==> src/rtl/sram_tdm_arbiter_1rw_if.sv <==
// Signal bundle between two val/rdy memory clients, the TDM arbiter and a
// 1rw combinational SRAM. The slave side is the arbiter. The master side
// is everything around it: both clients plus the SRAM read-data return.
interface sram_tdm_arbiter_1rw_if #(
  parameter int p_data_nbits  = 32,
  parameter int p_num_entries = 256
);
  localparam int c_addr_nbits  = $clog2(p_num_entries);
  localparam int c_data_nbytes = (p_data_nbits + 7) / 8;

  logic                     req0_val;
  logic                     req0_rdy;
  logic                     req0_type;
  logic [c_addr_nbits-1:0]  req0_addr;
  logic [c_data_nbytes-1:0] req0_byte_en;
  logic [p_data_nbits-1:0]  req0_data;
  logic                     resp0_val;
  logic                     resp0_rdy;
  logic                     resp0_type;
  logic [p_data_nbits-1:0]  resp0_data;

  logic                     req1_val;
  logic                     req1_rdy;
  logic                     req1_type;
  logic [c_addr_nbits-1:0]  req1_addr;
  logic [c_data_nbytes-1:0] req1_byte_en;
  logic [p_data_nbits-1:0]  req1_data;
  logic                     resp1_val;
  logic                     resp1_rdy;
  logic                     resp1_type;
  logic [p_data_nbits-1:0]  resp1_data;

  logic                     sram_read_en;
  logic [c_addr_nbits-1:0]  sram_read_addr;
  logic [p_data_nbits-1:0]  sram_read_data;
  logic                     sram_write_en;
  logic [c_data_nbytes-1:0] sram_write_byte_en;
  logic [c_addr_nbits-1:0]  sram_write_addr;
  logic [p_data_nbits-1:0]  sram_write_data;
  logic                     sram_sd;

  modport slave (
    input  req0_val, req0_type, req0_addr, req0_byte_en, req0_data, resp0_rdy,
    input  req1_val, req1_type, req1_addr, req1_byte_en, req1_data, resp1_rdy,
    input  sram_read_data,
    output req0_rdy, resp0_val, resp0_type, resp0_data,
    output req1_rdy, resp1_val, resp1_type, resp1_data,
    output sram_read_en, sram_read_addr, sram_write_en, sram_write_byte_en,
    output sram_write_addr, sram_write_data, sram_sd
  );

  modport master (
    output req0_val, req0_type, req0_addr, req0_byte_en, req0_data, resp0_rdy,
    output req1_val, req1_type, req1_addr, req1_byte_en, req1_data, resp1_rdy,
    output sram_read_data,
    input  req0_rdy, resp0_val, resp0_type, resp0_data,
    input  req1_rdy, resp1_val, resp1_type, resp1_data,
    input  sram_read_en, sram_read_addr, sram_write_en, sram_write_byte_en,
    input  sram_write_addr, sram_write_data, sram_sd
  );
endinterface

==> src/rtl/sram_tdm_arbiter_1rw.sv <==
// TDM arbiter for one 1rw combinational SRAM shared by two clients.
// Ownership rotates on a fixed cycle schedule, so a client's grant timing
// never depends on the other client's traffic. Each port gets a one-entry
// response register. The owner may only issue when its register is empty.
module sram_tdm_arbiter_1rw #(
  parameter int p_data_nbits  = 32,
  parameter int p_num_entries = 256,
  parameter int p_slot_cycles = 4
) (
  input  logic                  clk,
  input  logic                  reset,
  sram_tdm_arbiter_1rw_if.slave bus
);
  localparam int c_addr_nbits  = $clog2(p_num_entries);
  localparam int c_data_nbytes = (p_data_nbits + 7) / 8;
  localparam int c_cnt_nbits   = $clog2(p_slot_cycles);
  localparam logic [c_cnt_nbits-1:0] c_cnt_last = c_cnt_nbits'(p_slot_cycles - 1);

  typedef enum logic { OWN_P0 = 1'b0, OWN_P1 = 1'b1 } owner_e;

  owner_e                   owner_q;
  logic [c_cnt_nbits-1:0]   slot_cnt_q;

  logic [1:0]               full_q, full_d;
  logic [1:0]               type_q, type_d;
  logic [p_data_nbits-1:0]  data_q [2];
  logic [p_data_nbits-1:0]  data_d [2];

  logic [1:0]               req_val, req_rdy, fire, resp_rdy;
  logic                     any_fire;
  logic                     sel_type;
  logic [c_addr_nbits-1:0]  sel_addr;
  logic [c_data_nbytes-1:0] sel_be;
  logic [p_data_nbits-1:0]  sel_data;

  assign req_val  = {bus.req1_val, bus.req0_val};
  assign resp_rdy = {bus.resp1_rdy, bus.resp0_rdy};

  // The access window is the first cycle of a slot. It goes only to the owner, and only if its response slot is free.
  assign req_rdy[0] = !reset && (slot_cnt_q == '0) && (owner_q == OWN_P0) && !full_q[0];
  assign req_rdy[1] = !reset && (slot_cnt_q == '0) && (owner_q == OWN_P1) && !full_q[1];
  assign fire       = req_val & req_rdy;
  assign any_fire   = |fire;

  // Steer the owner's request fields to the SRAM; only the owner can fire.
  always_comb begin
    if (owner_q == OWN_P1) begin
      sel_type = bus.req1_type;
      sel_addr = bus.req1_addr;
      sel_be   = bus.req1_byte_en;
      sel_data = bus.req1_data;
    end else begin
      sel_type = bus.req0_type;
      sel_addr = bus.req0_addr;
      sel_be   = bus.req0_byte_en;
      sel_data = bus.req0_data;
    end
  end

  assign bus.req0_rdy           = req_rdy[0];
  assign bus.req1_rdy           = req_rdy[1];
  assign bus.sram_read_en       = any_fire && !sel_type;
  assign bus.sram_write_en      = any_fire && sel_type;
  assign bus.sram_read_addr     = sel_addr;
  assign bus.sram_write_addr    = sel_addr;
  assign bus.sram_write_byte_en = sel_be;
  assign bus.sram_write_data    = sel_data;
  assign bus.sram_sd            = (owner_q == OWN_P1);

  assign bus.resp0_val  = full_q[0];
  assign bus.resp0_type = type_q[0];
  assign bus.resp0_data = data_q[0];
  assign bus.resp1_val  = full_q[1];
  assign bus.resp1_type = type_q[1];
  assign bus.resp1_data = data_q[1];

  // Fixed ownership schedule: count through the slot, hand over at its last cycle.
  always_ff @(posedge clk) begin
    if (reset) begin
      owner_q    <= OWN_P0;
      slot_cnt_q <= '0;
    end else if (slot_cnt_q == c_cnt_last) begin
      slot_cnt_q <= '0;
      owner_q    <= (owner_q == OWN_P0) ? OWN_P1 : OWN_P0;
    end else begin
      slot_cnt_q <= slot_cnt_q + c_cnt_nbits'(1);
    end
  end

  // Response registers: drain on consume, capture on fire (never both for one port).
  always_comb begin
    for (int n = 0; n < 2; n++) begin
      full_d[n] = full_q[n];
      type_d[n] = type_q[n];
      data_d[n] = data_q[n];
      if (full_q[n] && resp_rdy[n]) full_d[n] = 1'b0;
      if (fire[n]) begin
        full_d[n] = 1'b1;
        type_d[n] = sel_type;
        data_d[n] = sel_type ? '0 : bus.sram_read_data;
      end
    end
  end

  // Valid flags are control state and take reset; payload just follows.
  always_ff @(posedge clk) begin
    if (reset) full_q <= '0;
    else       full_q <= full_d;
  end

  // Response payload registers.
  always_ff @(posedge clk) begin
    type_q    <= type_d;
    data_q[0] <= data_d[0];
    data_q[1] <= data_d[1];
  end

  a_one_enable: assert property (@(posedge clk) disable iff (reset)
    !(bus.sram_read_en && bus.sram_write_en));
  a_grant_slot0: assert property (@(posedge clk) disable iff (reset)
    (req_rdy != 2'b00) |-> (slot_cnt_q == '0));
  a_inputs_known: assert property (@(posedge clk) disable iff (reset)
    !$isunknown({bus.req0_type, bus.req1_type, bus.req0_val, bus.req1_val,
                 bus.resp0_rdy, bus.resp1_rdy}));
endmodule

==> src/flat_wrapper.sv <==
// flat-port wrapper written by rule: the top's interface ports become plain ports
module sram_tdm_arbiter_1rw_flat 
#(
  parameter int p_data_nbits  = 32,
  parameter int p_num_entries = 256,
  parameter int p_slot_cycles = 4
)
  (clk, reset, bus_req0_val, bus_req0_type, bus_req0_addr, bus_req0_byte_en, bus_req0_data, bus_resp0_rdy, bus_req1_val, bus_req1_type, bus_req1_addr, bus_req1_byte_en, bus_req1_data, bus_resp1_rdy, bus_sram_read_data, bus_req0_rdy, bus_resp0_val, bus_resp0_type, bus_resp0_data, bus_req1_rdy, bus_resp1_val, bus_resp1_type, bus_resp1_data, bus_sram_read_en, bus_sram_read_addr, bus_sram_write_en, bus_sram_write_byte_en, bus_sram_write_addr, bus_sram_write_data, bus_sram_sd);
  sram_tdm_arbiter_1rw_if #(.p_data_nbits(p_data_nbits), .p_num_entries(p_num_entries)) bus_i ();
  input  logic clk;
  input  logic reset;
  input wire logic [$bits(bus_i.req0_val)-1:0] bus_req0_val;
  input wire logic [$bits(bus_i.req0_type)-1:0] bus_req0_type;
  input wire logic [$bits(bus_i.req0_addr)-1:0] bus_req0_addr;
  input wire logic [$bits(bus_i.req0_byte_en)-1:0] bus_req0_byte_en;
  input wire logic [$bits(bus_i.req0_data)-1:0] bus_req0_data;
  input wire logic [$bits(bus_i.resp0_rdy)-1:0] bus_resp0_rdy;
  input wire logic [$bits(bus_i.req1_val)-1:0] bus_req1_val;
  input wire logic [$bits(bus_i.req1_type)-1:0] bus_req1_type;
  input wire logic [$bits(bus_i.req1_addr)-1:0] bus_req1_addr;
  input wire logic [$bits(bus_i.req1_byte_en)-1:0] bus_req1_byte_en;
  input wire logic [$bits(bus_i.req1_data)-1:0] bus_req1_data;
  input wire logic [$bits(bus_i.resp1_rdy)-1:0] bus_resp1_rdy;
  input wire logic [$bits(bus_i.sram_read_data)-1:0] bus_sram_read_data;
  output wire logic [$bits(bus_i.req0_rdy)-1:0] bus_req0_rdy;
  output wire logic [$bits(bus_i.resp0_val)-1:0] bus_resp0_val;
  output wire logic [$bits(bus_i.resp0_type)-1:0] bus_resp0_type;
  output wire logic [$bits(bus_i.resp0_data)-1:0] bus_resp0_data;
  output wire logic [$bits(bus_i.req1_rdy)-1:0] bus_req1_rdy;
  output wire logic [$bits(bus_i.resp1_val)-1:0] bus_resp1_val;
  output wire logic [$bits(bus_i.resp1_type)-1:0] bus_resp1_type;
  output wire logic [$bits(bus_i.resp1_data)-1:0] bus_resp1_data;
  output wire logic [$bits(bus_i.sram_read_en)-1:0] bus_sram_read_en;
  output wire logic [$bits(bus_i.sram_read_addr)-1:0] bus_sram_read_addr;
  output wire logic [$bits(bus_i.sram_write_en)-1:0] bus_sram_write_en;
  output wire logic [$bits(bus_i.sram_write_byte_en)-1:0] bus_sram_write_byte_en;
  output wire logic [$bits(bus_i.sram_write_addr)-1:0] bus_sram_write_addr;
  output wire logic [$bits(bus_i.sram_write_data)-1:0] bus_sram_write_data;
  output wire logic [$bits(bus_i.sram_sd)-1:0] bus_sram_sd;
  assign bus_i.req0_val = bus_req0_val;
  assign bus_i.req0_type = bus_req0_type;
  assign bus_i.req0_addr = bus_req0_addr;
  assign bus_i.req0_byte_en = bus_req0_byte_en;
  assign bus_i.req0_data = bus_req0_data;
  assign bus_i.resp0_rdy = bus_resp0_rdy;
  assign bus_i.req1_val = bus_req1_val;
  assign bus_i.req1_type = bus_req1_type;
  assign bus_i.req1_addr = bus_req1_addr;
  assign bus_i.req1_byte_en = bus_req1_byte_en;
  assign bus_i.req1_data = bus_req1_data;
  assign bus_i.resp1_rdy = bus_resp1_rdy;
  assign bus_i.sram_read_data = bus_sram_read_data;
  assign bus_req0_rdy = bus_i.req0_rdy;
  assign bus_resp0_val = bus_i.resp0_val;
  assign bus_resp0_type = bus_i.resp0_type;
  assign bus_resp0_data = bus_i.resp0_data;
  assign bus_req1_rdy = bus_i.req1_rdy;
  assign bus_resp1_val = bus_i.resp1_val;
  assign bus_resp1_type = bus_i.resp1_type;
  assign bus_resp1_data = bus_i.resp1_data;
  assign bus_sram_read_en = bus_i.sram_read_en;
  assign bus_sram_read_addr = bus_i.sram_read_addr;
  assign bus_sram_write_en = bus_i.sram_write_en;
  assign bus_sram_write_byte_en = bus_i.sram_write_byte_en;
  assign bus_sram_write_addr = bus_i.sram_write_addr;
  assign bus_sram_write_data = bus_i.sram_write_data;
  assign bus_sram_sd = bus_i.sram_sd;
  sram_tdm_arbiter_1rw #(.p_data_nbits(p_data_nbits), .p_num_entries(p_num_entries), .p_slot_cycles(p_slot_cycles)) u_core (.clk(clk), .reset(reset), .bus(bus_i));
endmodule
==> config.mk <==
export PLATFORM = sky130hd
export DESIGN_NAME = sram_tdm_arbiter_1rw_flat
export DESIGN_NICKNAME = d
export VERILOG_FILES = /design/src/rtl/sram_tdm_arbiter_1rw_if.sv /design/src/rtl/sram_tdm_arbiter_1rw.sv /design/src/flat_wrapper.sv
export SDC_FILE = /design/constraint.sdc
export NUM_CORES = 1
export LEC_CHECK = 0
export CAP_MARGIN = 15
export CORE_UTILIZATION = 33
export DETAILED_ROUTE_END_ITERATION = 7
export PLACE_DENSITY = 0.85
export SLEW_MARGIN = 20
export SYNTH_ARGS = -nofsm -noshare
export SYNTH_HDL_FRONTEND = slang
export SYNTH_SLANG_ARGS = --single-unit
==> constraint.sdc <==
create_clock -name clk -period 2.5 [get_ports clk]
set_clock_uncertainty 0.1 [all_clocks]
set_input_delay 0.75 -clock clk [delete_from_list [all_inputs] [get_ports clk]]
set_output_delay 0.75 -clock clk [all_outputs]
set_load 0.02 [all_outputs]
==> results.py <==
metrics = {
    "run_status": {
        "status": "finished with violations",
        "violations": "design-rule violations",
    },
    "run": {
        "cap_violations": 0,
    },
    "floorplanning": {
        "rows": 34,
        "design.core.area_sq_um": 8850,
        "start_util": 0.347,
        "pin_count": 253,
        "dieWidth_microns": 98.4,
        "die-area_sq_um": 9690,
        "die_y_microns": 98.4,
    },
    "synth": {
        "syn_area_per_cell_sq_um": 16.6,
        "syn_area_sq_um": 3070,
        "synth_top_cell_by_area": "edfxtp_1",
        "yosys_warnings": 0,
        "synth_edf_count": 66,
        "synth.net_count": 315,
        "synth_top_area_frac": 0.646,
        "yosys-top-cells-area": "edfxtp_1 65%, mux2_2 16%, and2_1 4.1%, dfxtp_1 3.3%, and2_2 2.9%",
        "async_reset_ff_frac": 0,
        "synth_cell_types": 22,
        "synth-main-ff-cell": "edfxtp_1",
        "synthMostInstantiatedCell": "edfxtp_1",
        "syn_inst": 185,
        "synth.yosys.seq_area_share": 0.679,
        "synth_seq_cells": 71,
        "synth.cells.most_frequent": "66 x edfxtp_1, 44 x mux2_2, 20 x and2_1, 12 x and2_2, 12 x buf_4",
    },
    "clock_network": {
        "cts_inserted_buffers": 9,
        "cts-htree-levels": 3,
        "clk_path_buf_depth": 2,
        "cts.sinks": 71,
        "insertion_delay_ps": 330,
        "cts_tree": "done",
        "clockRootBuffer": "clkbuf_8",
        "cts_hold_buf": 0,
        "clkTransAtPathRegs_ps": 80,
    },
    "global_route": {
        "grt_pass1_vias": 2747,
        "grt_pass1_wl_mm": 14.9,
        "grt_max_degree": 36,
        "grt-ovfl-total": 0,
        "grt_util_all_layers": 0.204,
        "antenna_found_initial": 1,
    },
    "placed_design": {
        "gp_congestion": 0.783,
        "portBuffers": 252,
        "hpwl_mm": 7.73,
        "dpl.cell_count": 547,
        "placed_area_sq_um": 5780,
    },
    "worst_setup_path": {
        "cpMaxStageDelayCell": "clkdlybuf4s50_1",
        "cp_top_family": "buffers and inverters",
        "worstSetupStartpointType": "primary input",
        "crit_buf_inv": 2,
        "end_kind": "primary output",
        "crit_type": "primary input to primary output",
        "arrival_ps": 1650,
        "crit_chain": "clkdlybuf4s50_1, mux2_2, buf_2",
        "crit_required_ps": 1650,
        "slowest_delay_ps": 460,
        "path_max_fanout": 1,
    },
    "power": {
        "p_sw_uw": 815,
        "combPwrFrac": 0.245,
        "p_per_area_nw_per_um2": 541,
        "vdd_ir_drop_max_uv": 255,
        "pwr-share-seq": 0.432,
        "p_clk_frac": 0.323,
        "switching_share": 0.257,
        "p_int_mw": 2.36,
        "p_leak_nw": 2.27,
    },
    "sta": {
        "fin_crit_ps": 2500,
        "post-route-period-util": 0.999,
        "final_max_slew_viol_count": 0,
        "setup_viol": 0,
        "slew_headroom": 0.832,
        "worstMarginPinSlew_ps": 252,
        "hold_viol_final": 0,
        "timing.fmax_mhz": 400,
    },
    "route": {
        "postRouteAntennaNets": 0,
        "drt-pass1-iter-count": 8,
        "drt_wl_total_mm": 9.79,
        "routed_via_density": 4.42,
        "vias": 2539,
        "first_iter_violations": 69,
        "wl_per_cell_microns": 17.1,
        "drc": 13,
    },
    "layout": {
        "drive_gt1_frac": 0.355,
        "final.fill_count": 661,
        "layout.cells.non_filler": 574,
        "nets": 590,
        "seqCellArea_sq_um": 2090,
        "final_util": 0.663,
        "multiInputGateArea_sq_um": 881,
        "stdcell_area_sq_um": 5870,
        "areaGrowthSynthToFinish_pct": 91.4,
    },
    "min_path": {
        "hold_class": "flop to flop",
    },
}
## worst paths after layout
check	start	endpoint	slack, ps	cells past startpoint
setup / recovery	bus_req1_data[17]	bus_sram_write_data[17]	2	3
hold / removal	u_core.full_q[1]	u_core.full_q[1]	410	2
setup reg to reg	u_core.bus.sram_sd	u_core.type_q[0]	240	11
hold reg to reg	u_core.full_q[1]	u_core.full_q[1]	410	2
## layer usage
| layer | GRT usage | share of wire | vias up |
|---|---|---|---|
| met1 | 0.217 | 0.35 | 1167 |
| met3 | 0.0532 | 0.083 | 8 |
| met4 | 0.0792 | 0.015 | 0 |
| met2 | 0.383 | 0.55 | 146 |
| li1 | - | - | 1218 |
| met5 | 0 | 0 | - |
## power groups by stage
stage / Combinational, mW / Sequential (mW) / Clock (mW)
finish: 0.778 / 1.37 / 1.03
global route: 0.822 / 1.38 / 1.10
CTS: 0.774 / 1.37 / 1.06
detailed placement: 0.827 / 1.40 / 0
global placement: 0.813 / 1.40 / 0
floorplan: 0.308 / 1.44 / 0
## stage by stage
step	worst slack (ps)	total power, mW	hold WS, ps	setup TNS, ps
detailed placement	-880	2.23	402	-22740
global route	-14.0	3.30	440	-27.0
global placement	-845	2.21	380	-20680
floorplan	22.1	1.75	321	0
finish	1.85	3.18	413	0
CTS	0.918	3.21	420	0
## placed cells by master, fill, tap and decap left out, drive strengths merged, types with 2 or more instances in the layout
cell	count
clkdlybuf4s50	190
buf	82
edfxtp	66
mux2	44
and2	32
clkbuf	11
inv	7
dfxtp	5
dlygate4sd2	4
a21oi	4
nand2b	2
ha	2
clkinv	2
bufinv	2
nand2	2
## worst min-delay path, stage by stage (launching register included)
cell	delay (ps)
dfxtp_1	340
nand2b_1	70
a21oi_1	70
## state kept, by name, summed over array words and instances (netlist names)
signal              cells
u_core.bus.sram_sd      1
u_core.data_q          64
u_core.full_q           2
u_core.slot_cnt_q       2
u_core.type_q           2
## layout make-up
type                            instances  share of cell area
Inverter                                5             0.00320
Timing Repair Buffer                  280               0.429
Clock buffer                            9              0.0211
Antenna cell                            1            0.000426
Multi-Input combinational cell         93               0.150
Sequential cell                        71               0.355
Clock inverter                          7              0.0179
Tap cell                              108              0.0230
## kinds of logic (layout without fill, tap and decap cells)
group / Yosys count / count (layout) / synth area share
AOI/OAI and AO/OA: 4 / 4 / 0.00653
muxes: 45 / 45 / 0.166
adders and majority gates: 2 / 2 / 0.00816
xor gates and xnor gates: 1 / 1 / 0.00286
and+or+nand+nor: 41 / 41 / 0.0946
other: 0 / 1 / 0
DFF: 71 / 71 / 0.679
buffers and inverters: 21 / 301 / 0.0432
## what timing repair did
item / CTS / global route
setup endpoints to repair: 55 / 9
resized for setup: 227 / 8
endpoints found under the hold margin: 0 / 0
setup buffers: 8 / 1
cloned: 0 / 1
pin swaps: 3 / 0
(Power assumes the default switching activity.)
